$ cat config.mk
export PLATFORM = sky130hd
export DESIGN_NAME = score_fetch
export DESIGN_NICKNAME = d
export VERILOG_FILES = /design/src/rtl/score_fetch.sv
export SDC_FILE = /design/constraint.sdc
export NUM_CORES = 1
export LEC_CHECK = 0
export CORE_MARGIN = 1
export CORE_UTILIZATION = 38
export DETAILED_ROUTE_END_ITERATION = 8
export SLEW_MARGIN = 10
export SYNTH_ARGS = -nofsm -noshare
export SYNTH_HDL_FRONTEND = slang
export SYNTH_SLANG_ARGS = --single-unit
$ cat constraint.sdc
create_clock -name clk -period 13.2 [get_ports clk]
set_input_delay 1.32 -clock clk [delete_from_list [all_inputs] [get_ports clk]]
set_output_delay 1.32 -clock clk [all_outputs]
set_load 0.05 [all_outputs]
$ cat src/rtl/score_fetch.sv
// ---------------------------------------------------------------------------
// score_fetch
//
// Multi-channel sequence fetcher in front of one external synchronous ROM.
// Each channel walks the ROM from its own start address and holds one word
// at a time for its consumer. A channel stops after it delivers a word whose
// top nibble equals END_NIB. A round-robin arbiter shares the single ROM
// port, and each channel keeps at most one fetch in flight.
//
// Fetch timeline for a grant in cycle T:
//   T   : grant decided, rom_addr/tag registered at the end of T
//   T+1 : ROM samples rom_addr
//   T+2 : rom_data valid, written into the tagged buffer at the end of T+2
//   T+3 : word_valid high
//
// Parameters
//   CH      number of channels (1..8)
//   AW      ROM address width
//   DW      ROM word width (>= 8)
//   END_NIB top-nibble value that marks the last word of a sequence
//
// Ports
//   clk         rising-edge clock
//   asyncrst    asynchronous active-high reset
//   start       per-channel start/restart pulse
//   start_addr  per-channel first word address (CH*AW), sampled on start
//   rom_addr    registered ROM address
//   rom_data    ROM read data, one cycle after rom_addr
//   word_valid  per-channel buffer full
//   word_data   per-channel buffered word (CH*DW)
//   word_ready  per-channel consumer accept
//   busy        per-channel active flag
//   done        per-channel pulse after the end word is accepted
//
// Configuration macro
//   SCORE_FETCH_LOOP_EN  when defined, acceptance of the end word restarts
//                        the channel at the address of its last start and
//                        the channel stays busy (done still pulses).
// ---------------------------------------------------------------------------
module score_fetch #(
    parameter int         CH      = 4,
    parameter int         AW      = 13,
    parameter int         DW      = 16,
    parameter logic [3:0] END_NIB = 4'hF
) (
    input  logic             clk,
    input  logic             asyncrst,
    input  logic [CH-1:0]    start,
    input  logic [CH*AW-1:0] start_addr,
    output logic [AW-1:0]    rom_addr,
    input  logic [DW-1:0]    rom_data,
    output logic [CH-1:0]    word_valid,
    output logic [CH*DW-1:0] word_data,
    input  logic [CH-1:0]    word_ready,
    output logic [CH-1:0]    busy,
    output logic [CH-1:0]    done
);

    localparam int TW = (CH > 1) ? $clog2(CH) : 1;

    // Per-channel state
    logic [AW-1:0] ptr_q [CH];
    logic [AW-1:0] ptr_d [CH];
    logic [DW-1:0] buf_q [CH];
    logic [DW-1:0] buf_d [CH];
    logic [CH-1:0] valid_q,    valid_d;
    logic [CH-1:0] inflight_q, inflight_d;
    logic [CH-1:0] drop_q,     drop_d;
    logic [CH-1:0] halt_q,     halt_d;
    logic [CH-1:0] busy_q,     busy_d;
    logic [CH-1:0] done_q,     done_d;

`ifdef SCORE_FETCH_LOOP_EN
    logic [AW-1:0] loop_addr_q [CH];
    logic [AW-1:0] loop_addr_d [CH];
`endif

    // Shared fetch path
    logic [AW-1:0] rom_addr_q, rom_addr_d;
    logic [TW-1:0] arb_q,      arb_d;
    logic          s1_vld_q,   s1_vld_d;
    logic [TW-1:0] s1_tag_q,   s1_tag_d;
    logic          s2_vld_q,   s2_vld_d;
    logic [TW-1:0] s2_tag_q,   s2_tag_d;

    logic [CH-1:0] eligible;
    logic          grant_vld;
    logic [TW-1:0] grant_idx;
    logic [TW-1:0] cand;
    logic          ret_hit;
    logic          acc_hit;
    logic          end_hit;

    // Channel index 'off' places after 'base', wrapping at CH.
    function automatic logic [TW-1:0] rr_idx(input logic [TW-1:0] base, input int off);
        int sum;
        sum = int'(base) + off;
        if (sum >= CH) begin
            sum = sum - CH;
        end
        return sum[TW-1:0];
    endfunction

    // A channel being (re)started this cycle is held off for one cycle so the
    // old pointer is never fetched after a restart.
    assign eligible = busy_q & ~valid_q & ~inflight_q & ~halt_q & ~start;

    // Round-robin search starting at arb_q, which points one past the last grant.
    always_comb begin
        grant_vld = 1'b0;
        grant_idx = '0;
        cand      = '0;
        for (int i = 0; i < CH; i++) begin
            cand = rr_idx(arb_q, i);
            if (!grant_vld && eligible[cand]) begin
                grant_vld = 1'b1;
                grant_idx = cand;
            end
        end
        arb_d      = grant_vld ? rr_idx(grant_idx, 1) : arb_q;
        rom_addr_d = grant_vld ? ptr_q[grant_idx] : rom_addr_q;
        s1_vld_d   = grant_vld;
        s1_tag_d   = grant_idx;
        s2_vld_d   = s1_vld_q;
        s2_tag_d   = s1_tag_q;
    end

    // Per-channel next state. Priority, lowest first: grant, ROM return,
    // consumer acceptance, start (restart overrides everything else).
    always_comb begin
        ptr_d      = ptr_q;
        buf_d      = buf_q;
        valid_d    = valid_q;
        inflight_d = inflight_q;
        drop_d     = drop_q;
        halt_d     = halt_q;
        busy_d     = busy_q;
        done_d     = '0;
`ifdef SCORE_FETCH_LOOP_EN
        loop_addr_d = loop_addr_q;
`endif
        ret_hit = 1'b0;
        acc_hit = 1'b0;
        end_hit = 1'b0;
        for (int c = 0; c < CH; c++) begin
            ret_hit = s2_vld_q && (s2_tag_q == TW'(c));
            acc_hit = valid_q[c] && word_ready[c];
            end_hit = (buf_q[c][DW-1 -: 4] == END_NIB);

            if (grant_vld && (grant_idx == TW'(c))) begin
                ptr_d[c]      = ptr_q[c] + AW'(1);
                inflight_d[c] = 1'b1;
            end

            // A return flagged for dropping belongs to a sequence that was
            // restarted while the fetch was in flight.
            if (ret_hit) begin
                inflight_d[c] = 1'b0;
                if (drop_q[c]) begin
                    drop_d[c] = 1'b0;
                end else begin
                    buf_d[c]   = rom_data;
                    valid_d[c] = 1'b1;
                    halt_d[c]  = (rom_data[DW-1 -: 4] == END_NIB);
                end
            end

            if (acc_hit) begin
                valid_d[c] = 1'b0;
                halt_d[c]  = 1'b0;
                if (end_hit) begin
`ifdef SCORE_FETCH_LOOP_EN
                    ptr_d[c] = loop_addr_q[c];
`else
                    busy_d[c] = 1'b0;
`endif
                    done_d[c] = 1'b1;
                end
            end

            // A fetch still in flight at restart (and not returning right now)
            // must be discarded when it arrives.
            if (start[c]) begin
                ptr_d[c]   = start_addr[c*AW +: AW];
                busy_d[c]  = 1'b1;
                valid_d[c] = 1'b0;
                halt_d[c]  = 1'b0;
                done_d[c]  = 1'b0;
                drop_d[c]  = inflight_d[c];
`ifdef SCORE_FETCH_LOOP_EN
                loop_addr_d[c] = start_addr[c*AW +: AW];
`endif
            end
        end
    end

    // All state registers, cleared by the asynchronous reset.
    always_ff @(posedge clk or posedge asyncrst) begin
        if (asyncrst) begin
            ptr_q      <= '{default: '0};
            buf_q      <= '{default: '0};
            valid_q    <= '0;
            inflight_q <= '0;
            drop_q     <= '0;
            halt_q     <= '0;
            busy_q     <= '0;
            done_q     <= '0;
            rom_addr_q <= '0;
            arb_q      <= '0;
            s1_vld_q   <= 1'b0;
            s1_tag_q   <= '0;
            s2_vld_q   <= 1'b0;
            s2_tag_q   <= '0;
`ifdef SCORE_FETCH_LOOP_EN
            loop_addr_q <= '{default: '0};
`endif
        end else begin
            ptr_q      <= ptr_d;
            buf_q      <= buf_d;
            valid_q    <= valid_d;
            inflight_q <= inflight_d;
            drop_q     <= drop_d;
            halt_q     <= halt_d;
            busy_q     <= busy_d;
            done_q     <= done_d;
            rom_addr_q <= rom_addr_d;
            arb_q      <= arb_d;
            s1_vld_q   <= s1_vld_d;
            s1_tag_q   <= s1_tag_d;
            s2_vld_q   <= s2_vld_d;
            s2_tag_q   <= s2_tag_d;
`ifdef SCORE_FETCH_LOOP_EN
            loop_addr_q <= loop_addr_d;
`endif
        end
    end

    always_comb begin
        word_data = '0;
        for (int c = 0; c < CH; c++) begin
            word_data[c*DW +: DW] = buf_q[c];
        end
    end

    assign rom_addr   = rom_addr_q;
    assign word_valid = valid_q;
    assign busy       = busy_q;
    assign done       = done_q;

endmodule

==> impl_metrics.json, run 1 <==
{
  "dp_hpwl_mm": 15.47,
  "drt_wl_total_mm": 21.76,
  "finalMaxSlewViolations": 0,
  "vdd_drop_max_v": 0.0001835,
  "ys_types": 54,
  "cts_buffers": 17,
  "viasPerCell": 5.362,
  "antenna_found_initial": 0,
  "whs_endpoint": "s2_vld_q",
  "grt_pass1_wl_mm": 34.77,
  "fin_crit_sh_pct": 32.98,
  "setup_tns_ns": 0,
  "crit_chain": "clkdlybuf4s50_1, buf_4, nor4_1, nand2_1, a22oi_2, and2_1, a211oi_1, a211oi_1",
  "path_class": "input port to flip-flop",
  "grt_overflow": 0,
  "final_antenna_net_count": 0,
  "start_kind": "input port",
  "synth_area_per_cell_sq_um": 10.61,
  "die-area_sq_mm": 0.02053,
  "drive_above_1_share_pct": 12.32,
  "synthTopCellsByArea": "dfrtp_1, mux2_2, nand2_1",
  "tightest_slew_ns": 1.190,
  "clk_pin_slew_ns": 0.07,
  "maxCapViolCount": 0,
  "yosysMostFrequentCell": "dfrtp_1",
  "synth-edff-count": 0,
  "synth_area_leader_cell": "dfrtp_1",
  "cts_tree": "done",
  "die_h_um": 143.3,
  "whs_path_depth": 0,
  "rows": 51,
  "via_count": 6166,
  "worst_r2r_endpoint": "rom_addr[10]",
  "drc": 0,
  "finalSetupViolations": 0,
  "io_buffer_count": 166,
  "seq_area_frac_synth_pct": 53.11,
  "cp_data_arrival_time_ns": 4.69,
  "slew_headroom_pct": 20.65,
  "ys_warn_count": 0,
  "max_freq_ghz": 0.2297,
  "cts_setup_buffers": 0,
  "seq_power_share_pct": 31.8,
  "crit_path_end_kind": "flip-flop",
  "synth_nets": 797,
  "path_common_cell": "a211oi_1",
  "clockPowerShare_pct": 18.9,
  "gp_congestion": 0.8342,
  "core_area_sq_mm": 0.01953,
  "cts_resized": 0,
  "dr.pass1.iters": 7,
  "clock_latency_ns": 0.44,
  "r2r_slack_ns": 9.97,
  "die_w_um": 143.3,
  "p_per_area_mw_per_mm2": 268.3,
  "timing.final.hold_violations": 0,
  "slowest_stage": "and2_1",
  "routedWlPerCell_um": 18.92,
  "ctsLongestPathBuffers": 2,
  "synth_common_cells": "dfrtp_1, nand2_1, nor2_1, mux2_2, o21ai_0",
  "synth_top_area_share_pct": 53.11,
  "fin_hold_ws_ns": 0.3593,
  "synthCells": 715,
  "synthArstFlopShare_pct": 100.0,
  "grt_max_degree": 91,
  "clock-root-buffer": "clkbuf_16",
  "fin_nets": 954,
  "hp-start": "s1_vld_q",
  "areaGrowthSynthToFinish_pct": 33.04,
  "swShare_pct": 46.39,
  "io_pins": 167,
  "initial_core_util_pct": 38.85,
  "rr_startpoint": "word_valid[3]",
  "required_ns": 13.53,
  "hp-class": "flip-flop to flip-flop",
  "syn_area_sq_mm": 0.007586,
  "grt_usage_pct": 22.41,
  "status": "completed",
  "p_comb_share_pct": 49.3,
  "drt-initial-drc-count": 388,
  "reg2reg_depth": 6,
  "rsz0062_at_grt": "no",
  "path_buf_inv": 2,
  "clock_skew_ns": 0.01125,
  "crit_fanout": 33,
  "fin_crit_ns": 4.353,
  "htreeDepth": 4,
  "p_leak_nw": 4.169,
  "synthFlopType": "dfrtp_1",
  "ys_ff_latch": 161,
  "ctsHoldBuffers": 0,
  "cts_sinks": 161,
  "p_int_mw": 1.452,
  "crit_path_max_incr_delay_ns": 1.02,
  "crit_family": "simple AND/OR/NAND/NOR gates",
  "n_antenna_cell": 0,
  "grt_pass1_vias": 6333,
  "switchingPower_mw": 1.256
}
-- sequential cells by signal, summed over array words and instances (netlist names) --
| name | cells |
|---|---|
| halt_q | 4 |
| s2_tag_q | 2 |
| word_valid | 4 |
| inflight_q | 4 |
| arb_q | 2 |
| busy | 4 |
| s1_vld_q | 1 |
| rom_addr | 13 |
| s1_tag_q | 2 |
| done | 4 |
| s2_vld_q | 1 |
| ptr_q | 52 |
| word_data | 64 |
| drop_q | 4 |
-- stage by stage --
stage / power [mW] / instances / area [sq um] / setup WS [ns] / util [%]
after floorplan: 1.760 / 715 / 7586 / 7.532 / -
after global placement: 2.175 / 1118 / 9479 / 8.580 / 48.55
after detailed placement: 2.201 / 1118 / 9479 / 8.435 / 48.55
after CTS: 2.725 / 1150 / 10090 / 8.879 / 51.69
after global routing: 2.854 / 1150 / 10090 / 8.490 / 51.69
final: 2.707 / 1150 / 10090 / 8.847 / 51.69
-- layout make-up --
cell class	instances	area (sq um)
clock buffers	17	425.4
clock inverters	15	187.7
multi-input cells	501	3332
inverters	18	72.57
repair buffers	173	1714
well taps	265	331.6
flip-flops and latches	161	4029
fillers	1783	9434
-- per-layer routing --
| layer | vias up | track usage [%] | wire length [um] | part of all wire [%] |
|---|---|---|---|---|
| li1 | 2886 | - | - | - |
| met4 | 0 | 7.447 | 355 | 1.6 |
| met3 | 28 | 7.997 | 1897 | 8.7 |
| met1 | 3047 | 27.41 | 9312 | 43 |
| met5 | - | 0 | 0 | 0 |
| met2 | 205 | 36.71 | 10190 | 47 |
-- worst max path at each step --
stage	slack [ns]	depth (start not counted)	from	endpoint
after floorplan	7.53	1	asyncrst	arb_q[0]
after global placement	8.58	8	start[3]	rom_addr[2]
after detailed placement	8.44	8	start[3]	rom_addr[7]
after CTS	8.88	8	start[3]	rom_addr[7]
after global routing	8.49	8	start[3]	rom_addr[7]
final	8.85	8	start[3]	rom_addr[10]
-- cells in the final DEF (no fill, tap or decap), types with 11 or more instances in the layout --
| master | instances |
|---|---|
| a21oi_1 | 23 |
| and3_1 | 20 |
| xor2_1 | 13 |
| mux2_2 | 53 |
| dfrtp_1 | 161 |
| inv_1 | 17 |
| a21boi_0 | 11 |
| nand2_1 | 96 |
| nor2_1 | 56 |
| a211oi_1 | 32 |
| mux2i_1 | 22 |
| clkbuf_16 | 17 |
| clkdlybuf4s50_1 | 166 |
| a221o_1 | 12 |
| o21ai_0 | 33 |
| nand3_1 | 21 |
| nor3_1 | 11 |
| nand4_1 | 11 |
-- power by group through the flow --
stage	Sequential [mW]	Combinational [mW]	Clock [mW]
after floorplan	1.25	0.513	0
after global placement	0.858	1.32	0
after detailed placement	0.863	1.34	0
after CTS	0.859	1.34	0.521
after global routing	0.888	1.42	0.542
final	0.860	1.34	0.512
-- logic make-up after synthesis --
kind of cell | count (synthesis) | synth area share [%]
xor gates and xnor gates | 17 | 1.963
muxes | 75 | 10.77
adders and majority gates | 4 | 0.6598
DFF | 161 | 53.11
and+or+nand+nor | 263 | 16.99
buffers and inverters | 53 | 3.068
AOI/OAI and AO/OA | 142 | 13.44
(Power assumes the default switching activity.)
==> run 2: changes to the inputs <==
clock period = 4.3 ns   (was 13.2 ns; I/O delays follow)
==> run 2 against run 1 <==
Effect of this change: cell count is 0.17% higher; wire length is 3.9% lower; clock power grew to 2.9 times the previous value; final area hardly changed; die area stayed put; sequential cell count stayed put; count of clock-buffer cells in the layout is 1 higher; first-iteration DRC count is 27% lower.
==> impl_metrics.json, run 2 (same netlist as run 1, synthesis figures left out) <==
{
  "cts_tree": "done",
  "final_common_cell": "clkdlybuf4s50_1",
  "p_per_area_mw_per_mm2": 814.8,
  "io_buffer_count": 166,
  "finish.instance_area_sq_mm": 0.01010,
  "slew_headroom_pct": 25.66,
  "required_ns": 4.61,
  "clock_skew_ns": 0.01054,
  "grt_pass1_vias": 6180,
  "n_antenna_cell": 0,
  "gp_congestion": 0.8642,
  "rsz0062_at_grt": "no",
  "slowest_stage": "a21oi_4",
  "dp_hpwl_mm": 15.03,
  "ctsHoldBuffers": 0,
  "start_kind": "input port",
  "initial_core_util_pct": 38.85,
  "drive_above_1_share_pct": 12.51,
  "tightest_slew_ns": 1.110,
  "cp.depth": 8,
  "fin_hold_ws_ns": 0.3744,
  "switchingPower_mw": 3.773,
  "finalMaxSlewViolations": 0,
  "grt_max_degree": 96,
  "p_leak_nw": 4.169,
  "whs_path_depth": 0,
  "cts_buffers": 17,
  "htreeDepth": 4,
  "die-area_sq_mm": 0.02053,
  "crit_fanout": 16,
  "cp_data_arrival_time_ns": 3.19,
  "final_antenna_net_count": 0,
  "cts_sinks": 161,
  "clk_pin_slew_ns": 0.07,
  "routedWlPerCell_um": 18.14,
  "seq_power_share_pct": 31.9,
  "p_comb_share_pct": 49.8,
  "drt_wl_total_mm": 20.90,
  "via_count": 6119,
  "grt_pass1_wl_mm": 33.14,
  "status": "completed",
  "crit_chain": "clkdlybuf4s50_1, nor4_4, nand2_1, o22ai_1, a22oi_2, a21oi_4, mux2_2, a221o_1",
  "crit_family": "compound AO/OA/AOI/OAI gates",
  "areaGrowthSynthToFinish_pct": 33.15,
  "antenna_found_initial": 0,
  "crit_path_max_incr_delay_ns": 0.52,
  "path_buf_inv": 1,
  "fin_crit_sh_pct": 67.03,
  "setup_tns_ns": 0,
  "grt_usage_pct": 21.34,
  "crit_path_end_kind": "flip-flop",
  "reg2reg_depth": 7,
  "drt-initial-drc-count": 284,
  "maxCapViolCount": 0,
  "clock-root-buffer": "clkbuf_16",
  "largest_reg_flops": 64,
  "final_cells": 1152,
  "fin_crit_ns": 2.882,
  "timing.final.hold_violations": 0,
  "clock_latency_ns": 0.43,
  "clockPowerShare_pct": 18.2,
  "core_area_sq_mm": 0.01953,
  "die_h_um": 143.3,
  "die_w_um": 143.3,
  "grt_overflow": 0,
  "dr.pass1.iters": 5,
  "p_int_mw": 4.457,
  "ctsLongestPathBuffers": 2,
  "detailed_place.area_sq_mm": 0.009518,
  "drc": 0,
  "io_pins": 167,
  "rows": 51,
  "hp-class": "flip-flop to flip-flop",
  "swShare_pct": 45.84,
  "cts_setup_buffers": 0,
  "vdd_drop_max_v": 0.0006950,
  "finalSetupViolations": 0,
  "path_class": "input port to flip-flop",
  "viasPerCell": 5.312,
  "cts_resized": 0,
  "layout_common_cells": "clkdlybuf4s50_1, dfrtp_1, nand2_1, nor2_1, mux2_2",
  "max_freq_ghz": 0.3469,
  "fin_nets": 956,
  "dp_cells": 1120
}
-- run 2: changes by cell type in the layout (fill, tap and decap cells not counted) --
cell        change
buf_12          +2
clkinv_8        -3
clkinv_4        +1
clkbuf_8        +1
inv_8           -3
clkinvlp_4      +2
inv_6           +1
clkinv_2        +1
-- run 2: layer usage --
layer	global-route usage, %	vias up	part of all wire, %
met1	24.97	2979	41
met3	9.064	26	8.9
li1	-	2897	-
met5	0	-	0
met2	35.56	217	48
met4	6.271	0	1.5
-- run 2: stage by stage --
step,util (%),worst slack [ns],total power [mW]
global route,51.73,1.207,8.691
finish,51.73,1.418,8.230
CTS,51.73,1.461,8.290
global placement,48.74,1.056,6.663
detailed placement,48.74,0.9888,6.744
floorplan,-,1.753,5.402
-- run 2: final cells by class --
class | count | area, sq um
repair buffers | 175 | 1754
fillers | 1761 | 9425
well taps | 265 | 331.6
flip-flops and latches | 161 | 4029
clock buffers | 18 | 439.2
inverters | 18 | 71.32
clock inverters | 14 | 143.9
multi-input cells | 501 | 3332
-- run 2: worst paths after layout --
| path | start | to | slack, ns |
|---|---|---|---|
| max | start[0] | ptr_q[25] | 1.42 |
| min | s1_tag_q[1] | s2_tag_q[1] | 0.37 |
| max reg2reg | word_valid[2] | ptr_q[25] | 1.49 |
| min reg2reg | s1_tag_q[1] | s2_tag_q[1] | 0.37 |
| max in group asynchronous | asyncrst | drop_q[1] | 3.34 |
| min in group asynchronous | asyncrst | ptr_q[40] | 0.49 |
-- run 2: power by group through the flow --
stage	clock, mW	combinational (mW)	sequential, mW
floorplan	0	1.58	3.83
global placement	0	4.04	2.62
detailed placement	0	4.10	2.64
CTS	1.54	4.12	2.63
global route	1.61	4.37	2.71
finish	1.50	4.10	2.63
